File: src/rtl/cp0_ext_intc.sv
// cp0_ext_intc: Coprocessor-0 with a configurable number of HW interrupt lines
// (level or edge-latched), a Count/Compare timer on the top IP line, BadVAddr
// capture for address errors, and the M-stage flush request and EPC for eret.
module cp0_ext_intc #(
  parameter int          N_HWINT   = 6,
  parameter logic [5:0]  EDGE_MASK = 6'b000000,
  parameter bit          TIMER_EN  = 1'b1,
  parameter logic [31:0] PRID      = 32'h0000_0400
) (
  input  logic               clk,
  input  logic               reset,
  input  logic [4:0]         CP0_i_Addr,
  input  logic [31:0]        CP0_i_WData,
  input  logic               CP0_i_WEnable,
  input  logic [31:0]        CP0_i_PCAtM,
  input  logic [31:0]        CP0_i_BadVAddr,
  input  logic [4:0]         CP0_i_ExcCode,
  input  logic               CP0_i_isBranch,
  input  logic               CP0_i_EXLClr,
  input  logic [N_HWINT-1:0] CP0_i_HWInt,
  output logic               CP0_o_IntReq,
  output logic [31:0]        CP0_o_EPC,
  output logic [31:0]        CP0_o_RData,
  output logic               CP0_o_TimerIRQ
);

  localparam int IP_LO = 10;

  localparam logic [4:0] A_BADVADDR = 5'd8;
  localparam logic [4:0] A_COUNT    = 5'd9;
  localparam logic [4:0] A_COMPARE  = 5'd11;
  localparam logic [4:0] A_SR       = 5'd12;
  localparam logic [4:0] A_CAUSE    = 5'd13;
  localparam logic [4:0] A_EPC      = 5'd14;
  localparam logic [4:0] A_PRID     = 5'd15;

  // architectural state
  logic [31:0]        badvaddr, count, compare, epc;
  logic [N_HWINT-1:0] im;
  logic               exl, ie, bd;
  logic [4:0]         exccode;
  logic               timer_irq;

  // edge sensing state
  logic [N_HWINT-1:0] edge_lat, hw_prev;

  logic [N_HWINT-1:0] ip, edge_set, edge_clr;
  logic               int_pend, int_req;
  logic               wr, wr_count, wr_compare, wr_sr, wr_cause, wr_epc;
  logic [31:0]        count_nxt;
  logic [31:0]        pc_al;

  // an accepted exception/interrupt swallows any same-cycle mtc0
  assign wr         = CP0_i_WEnable & ~int_req;
  assign wr_count   = wr & (CP0_i_Addr == A_COUNT);
  assign wr_compare = wr & (CP0_i_Addr == A_COMPARE);
  assign wr_sr      = wr & (CP0_i_Addr == A_SR);
  assign wr_cause   = wr & (CP0_i_Addr == A_CAUSE);
  assign wr_epc     = wr & (CP0_i_Addr == A_EPC);

  // per-line pending: live level lines or edge latches, timer ORed into the top line
  for (genvar k = 0; k < N_HWINT; k++) begin : g_line
    logic src;
    if (EDGE_MASK[k]) begin : g_edge
      assign src         = edge_lat[k];
      assign edge_set[k] = CP0_i_HWInt[k] & ~hw_prev[k];
      assign edge_clr[k] = wr_cause & ~CP0_i_WData[IP_LO+k];
    end else begin : g_level
      assign src         = CP0_i_HWInt[k];
      assign edge_set[k] = 1'b0;
      assign edge_clr[k] = 1'b0;
    end
    if (TIMER_EN && (k == N_HWINT-1)) begin : g_tmr
      assign ip[k] = src | timer_irq;
    end else begin : g_notmr
      assign ip[k] = src;
    end
  end

  assign int_pend = ie & ~exl & (|(ip & im));
  assign int_req  = reset & (int_pend | (CP0_i_ExcCode != 5'd0));

  // masking with ~3 rather than slicing keeps every PC bit in use
  assign pc_al = CP0_i_PCAtM & ~32'h3;

  // Count next value: an mtc0 load replaces the increment for that cycle
  always_comb begin
    count_nxt = count;
    if (wr_count)      count_nxt = CP0_i_WData;
    else if (TIMER_EN) count_nxt = count + 32'd1;
  end

  // edge latches: set beats a same-cycle clear, writing 1 leaves the latch alone
  always_ff @(posedge clk or negedge reset) begin
    if (!reset) begin
      edge_lat <= '0;
      hw_prev  <= '0;
    end else begin
      edge_lat <= edge_set | (edge_lat & ~edge_clr);
      hw_prev  <= CP0_i_HWInt;
    end
  end

  // timer: Count free-runs, Compare write clears the pending flag with priority
  always_ff @(posedge clk or negedge reset) begin
    if (!reset) begin
      count     <= '0;
      compare   <= '0;
      timer_irq <= 1'b0;
    end else begin
      count <= count_nxt;
      if (wr_compare) compare <= CP0_i_WData;
      if (!TIMER_EN)                  timer_irq <= 1'b0;
      else if (wr_compare)            timer_irq <= 1'b0;
      else if (count_nxt == compare)  timer_irq <= 1'b1;
    end
  end

  // exception entry beats eret, which beats mtc0
  always_ff @(posedge clk or negedge reset) begin
    if (!reset) begin
      badvaddr <= '0;
      epc      <= '0;
      im       <= '0;
      exl      <= 1'b0;
      ie       <= 1'b0;
      bd       <= 1'b0;
      exccode  <= '0;
    end else if (int_req) begin
      exl     <= 1'b1;
      bd      <= CP0_i_isBranch;
      exccode <= int_pend ? 5'd0 : CP0_i_ExcCode;
      epc     <= pc_al - (CP0_i_isBranch ? 32'd4 : 32'd0);
      if ((CP0_i_ExcCode == 5'd4) || (CP0_i_ExcCode == 5'd5))
        badvaddr <= CP0_i_BadVAddr;
    end else begin
      if (wr_sr) begin
        im  <= CP0_i_WData[IP_LO +: N_HWINT];
        ie  <= CP0_i_WData[0];
        exl <= CP0_i_WData[1];
      end
      if (CP0_i_EXLClr) exl <= 1'b0;
      if (wr_epc)       epc <= CP0_i_WData;
    end
  end

  // mfc0 read mux; Cause shows live IP
  always_comb begin
    CP0_o_RData = 32'h0;
    case (CP0_i_Addr)
      A_BADVADDR: CP0_o_RData = badvaddr;
      A_COUNT:    CP0_o_RData = count;
      A_COMPARE:  CP0_o_RData = compare;
      A_SR: begin
        CP0_o_RData[IP_LO +: N_HWINT] = im;
        CP0_o_RData[1]                = exl;
        CP0_o_RData[0]                = ie;
      end
      A_CAUSE: begin
        CP0_o_RData[31]               = bd;
        CP0_o_RData[IP_LO +: N_HWINT] = ip;
        CP0_o_RData[6:2]              = exccode;
      end
      A_EPC:      CP0_o_RData = epc;
      A_PRID:     CP0_o_RData = PRID;
      default:    CP0_o_RData = 32'h0;
    endcase
  end

  assign CP0_o_IntReq   = int_req;
  assign CP0_o_EPC      = (CP0_i_WEnable && (CP0_i_Addr == A_EPC)) ? CP0_i_WData : epc;
  assign CP0_o_TimerIRQ = timer_irq;

endmodule

File: config.mk
export PLATFORM = sky130hd
export DESIGN_NAME = cp0_ext_intc
export DESIGN_NICKNAME = d
export VERILOG_FILES = /design/src/rtl/cp0_ext_intc.sv
export SDC_FILE = /design/constraint.sdc
export NUM_CORES = 1
export LEC_CHECK = 0
export ABC_AREA = 1
export CORE_MARGIN = 2
export CORE_UTILIZATION = 57
export DETAILED_ROUTE_END_ITERATION = 8
export PLACE_DENSITY_LB_ADDON = 0.3
export SETUP_SLACK_MARGIN = 0.5
export SKIP_CTS_REPAIR_TIMING = 1
export SYNTH_ARGS = -nofsm -noshare
export SYNTH_HDL_FRONTEND = slang
export SYNTH_SLANG_ARGS = --single-unit
File: constraint.sdc
create_clock -name clk -period 4.95 [get_ports clk]
set_input_delay 0.7425 -clock clk [delete_from_list [all_inputs] [get_ports clk]]
set_output_delay 0.7425 -clock clk [all_outputs]
set_load 0.005 [all_outputs]
==> results.sh <==
export IMPL_clkTransAtPathRegs_ns=0.06
export IMPL_gr_usage_all_layers_pct=36.4
export IMPL_fmax_mhz=242
export IMPL_die_w_um=132
export IMPL_synthTopCellsByArea="dfrtp_1 (38%), nand2_1 (16%), inv_1 (7.5%), o21ai_0 (5.0%), nor2_1 (4.7%)"
export IMPL_grt_max_degree=75
export IMPL_tightest_slew_ns=0.956
export IMPL_cp_start_kind="primary input"
export IMPL_powerDensity_nw_per_um2=335
export IMPL_clock_skew_ns=0.00605
export IMPL_reg2reg_depth=12
export IMPL_final_area_um2=11900
export IMPL_wl_per_cell_um=18.5
export IMPL_synth_edff_count=0
export IMPL_fillCellCount=1224
export IMPL_crit_arrival_ns=3.38
export IMPL_initial_utilization_pct=58.7
export IMPL_p_leak_nw=5.72
export IMPL_drt_met1_wl_mm=13.1
export IMPL_synth_main_ff_cell="dfrtp_1"
export IMPL_via_per_inst=5.66
export IMPL_critPathMaxFanout=27
export IMPL_synth_fa_ha_area_share_pct=0.401
export IMPL_synth_seq_cells=143
export IMPL_grt_pass1_wl_mm=49.1
export IMPL_synth_simple_area_share_pct=31.8
export IMPL_dpl_hpwl_mm=23.7
export IMPL_cp_data_required_time_ns=4.21
export IMPL_dr_wl_met3_mm=3.67
export IMPL_clockBufferDepth=2
export IMPL_rows=46
export IMPL_synth_compound_area_share_pct=11.7
export IMPL_die_area_um2=17500
export IMPL_cts_sinks=143
export IMPL_crit_type="primary input to primary output"
export IMPL_ys_async_sr_fraction_pct=100
export IMPL_yosysWarnings=0
export IMPL_fp_dieH_um=132
export IMPL_synth_top_family_by_area="simple AND/OR/NAND/NOR gates"
export IMPL_vias=9592
export IMPL_cts_tree="yes"
export IMPL_final_min_clock_period_ns=4.12
export IMPL_top_layer_used="met4"
export IMPL_grt_setup_unrepaired="false"
export IMPL_routed_wl_mm=31.4
export IMPL_setup_tns_final_ns=0
export IMPL_peakVddDrop_uv=268
export IMPL_overflow=0
export IMPL_worstHoldPathType="primary input to asynchronous set/reset pin"
export IMPL_gp_congestion=0.989
export IMPL_netlist_area_um2=9360
export IMPL_io_buffers=180
export IMPL_drt_iter0_drc=1077
export IMPL_syn_nets=1423
export IMPL_synthMuxAreaShare_pct=3.85
export IMPL_slew_headroom_pct=36.2
export IMPL_finalCritPeriodShare_pct=83.3
export IMPL_yosysTopAreaCell="dfrtp_1"
export IMPL_synth_most_common_cell="nand2_1"
export IMPL_synth_xor_area_share_pct=3.18
export IMPL_grt_pass1_vias=9170
export IMPL_fin_hold_ws_ns=0.187
export IMPL_max_cap_violations=0
export IMPL_ios=183
export IMPL_core_um2=15900
export IMPL_finalHoldViolations=0
export IMPL_h_tree_depth=4
export IMPL_final_layout_size_suffix_gt1_share_pct=8.72
export IMPL_ant_nets=0
export IMPL_antenna_found_initial=0
export IMPL_yosys_top_cells_count="nand2_1 (393), inv_1 (186), dfrtp_1 (143)"
export IMPL_cts_root_buf="clkbuf_16"
export IMPL_diodes=0
export IMPL_met2_length_mm=13.9
export IMPL_synth_distinct_cells=53
export IMPL_nets=1588
export IMPL_syn_inst=1303
export IMPL_dpl_instance_area_um2=11300
export IMPL_setup_viol=0
export IMPL_slew_viol_final=0
export IMPL_drc_errors=0
export IMPL_final_core_util_pct=74.9
export IMPL_cts_made_buffers=17
export IMPL_drt_first_pass_iters=6
export IMPL_ys_seq_area_share_pct=38.2
export IMPL_clk_latency_ns=0.43
export IMPL_cp_end_kind="primary output"
export IMPL_synth_top_area_share_pct=38.2
export IMPL_area_growth_syn_to_layout_pct=27.5
export IMPL_status="finished, final reports clean"
export IMPL_reg2reg_slack_ns=1.98
export IMPL_syn_avg_cell_area_um2=7.18
[path summary, 6_finish.rpt]
path                           startpoint            end
max                         CP0_i_Addr[1]  CP0_o_EPC[15]
min                                 reset         epc[2]
max reg2reg                CP0_o_TimerIRQ   badvaddr[24]
min reg2reg                       epc[31]        epc[31]
max in group asynchronous           reset   badvaddr[24]
min in group clk                  epc[31]        epc[31]
[cells by family (layout without fill, tap and decap cells)]
family                   after synthesis  in the layout
multiplexers                          32             32
AND/OR/NAND/NOR                      669            669
adder cells (fa/ha/maj)                3              3
AO/OA/AOI/OAI                        178            178
flip-flops                           143            143
buffers and inverters                244            420
XOR/XNOR                              34             34
[final cells by class]
| cell class | instances | area, µm² | share of cell area (%) |
|---|---|---|---|
| multi-input cells | 916 | 4790 | 40.2 |
| well taps | 216 | 270 | 2.26 |
| flip-flops and latches | 143 | 3580 | 30.0 |
| inverters | 191 | 717 | 6.01 |
| clock inverters | 11 | 166 | 1.39 |
| clock buffers | 19 | 443 | 3.71 |
| repair buffers | 199 | 1970 | 16.5 |
[layout by cell type (no fill, tap or decap), types with 17 or more instances in the layout]
| master | netlist | routed |
|---|---|---|
| buf_4 | 7 | 17 |
| clkbuf_16 | 0 | 17 |
| clkdlybuf4s50_1 | 0 | 178 |
| dfrtp_1 | 143 | 143 |
| inv_1 | 186 | 186 |
| mux2_2 | 25 | 25 |
| nand2_1 | 393 | 393 |
| nand3_1 | 61 | 61 |
| nand4_1 | 29 | 29 |
| nor2_1 | 117 | 114 |
| o21ai_0 | 93 | 93 |
| xor2_1 | 26 | 26 |
[power breakdown]
part	switching [mW]	internal [mW]	total, mW
clock network	0.509	0.849	1.36
logic	0.630	0.449	1.08
registers	0.176	1.38	1.56
[routing by layer]
layer,vias to the layer above,track usage (%)
met3,58,10.1
met2,531,54.3
met1,4453,51.5
met4,0,11.4
met5,-,0
li1,4550,-
[flip-flops by register name, summed over array words and instances, names as in the netlist]
| signal | cells |
|---|---|
| exccode | 5 |
| im | 6 |
| ie | 1 |
| CP0_o_TimerIRQ | 1 |
| compare | 32 |
| epc | 32 |
| bd | 1 |
| badvaddr | 32 |
| count | 32 |
| exl | 1 |
[metrics by stage]
step	std cells	power, mW	worst slack, ns
finish	1695	4.00	0.826
floorplan	1303	2.17	2.21
global placement	1665	2.58	0.882
detailed placement	1665	2.62	0.856
global route	1695	4.19	0.690
CTS	1695	3.98	0.820
[worst max-delay path, cell delays in order]
cell             delay, ns
clkdlybuf4s50_1       0.54
inv_1                 0.12
nor4_4                0.26
inv_2                 0.08
nor2_4                0.09
buf_4                 0.26
inv_1                 0.24
o21ai_0               0.44
clkdlybuf4s50_1       0.59
Power figures use the tool's default switching activity.
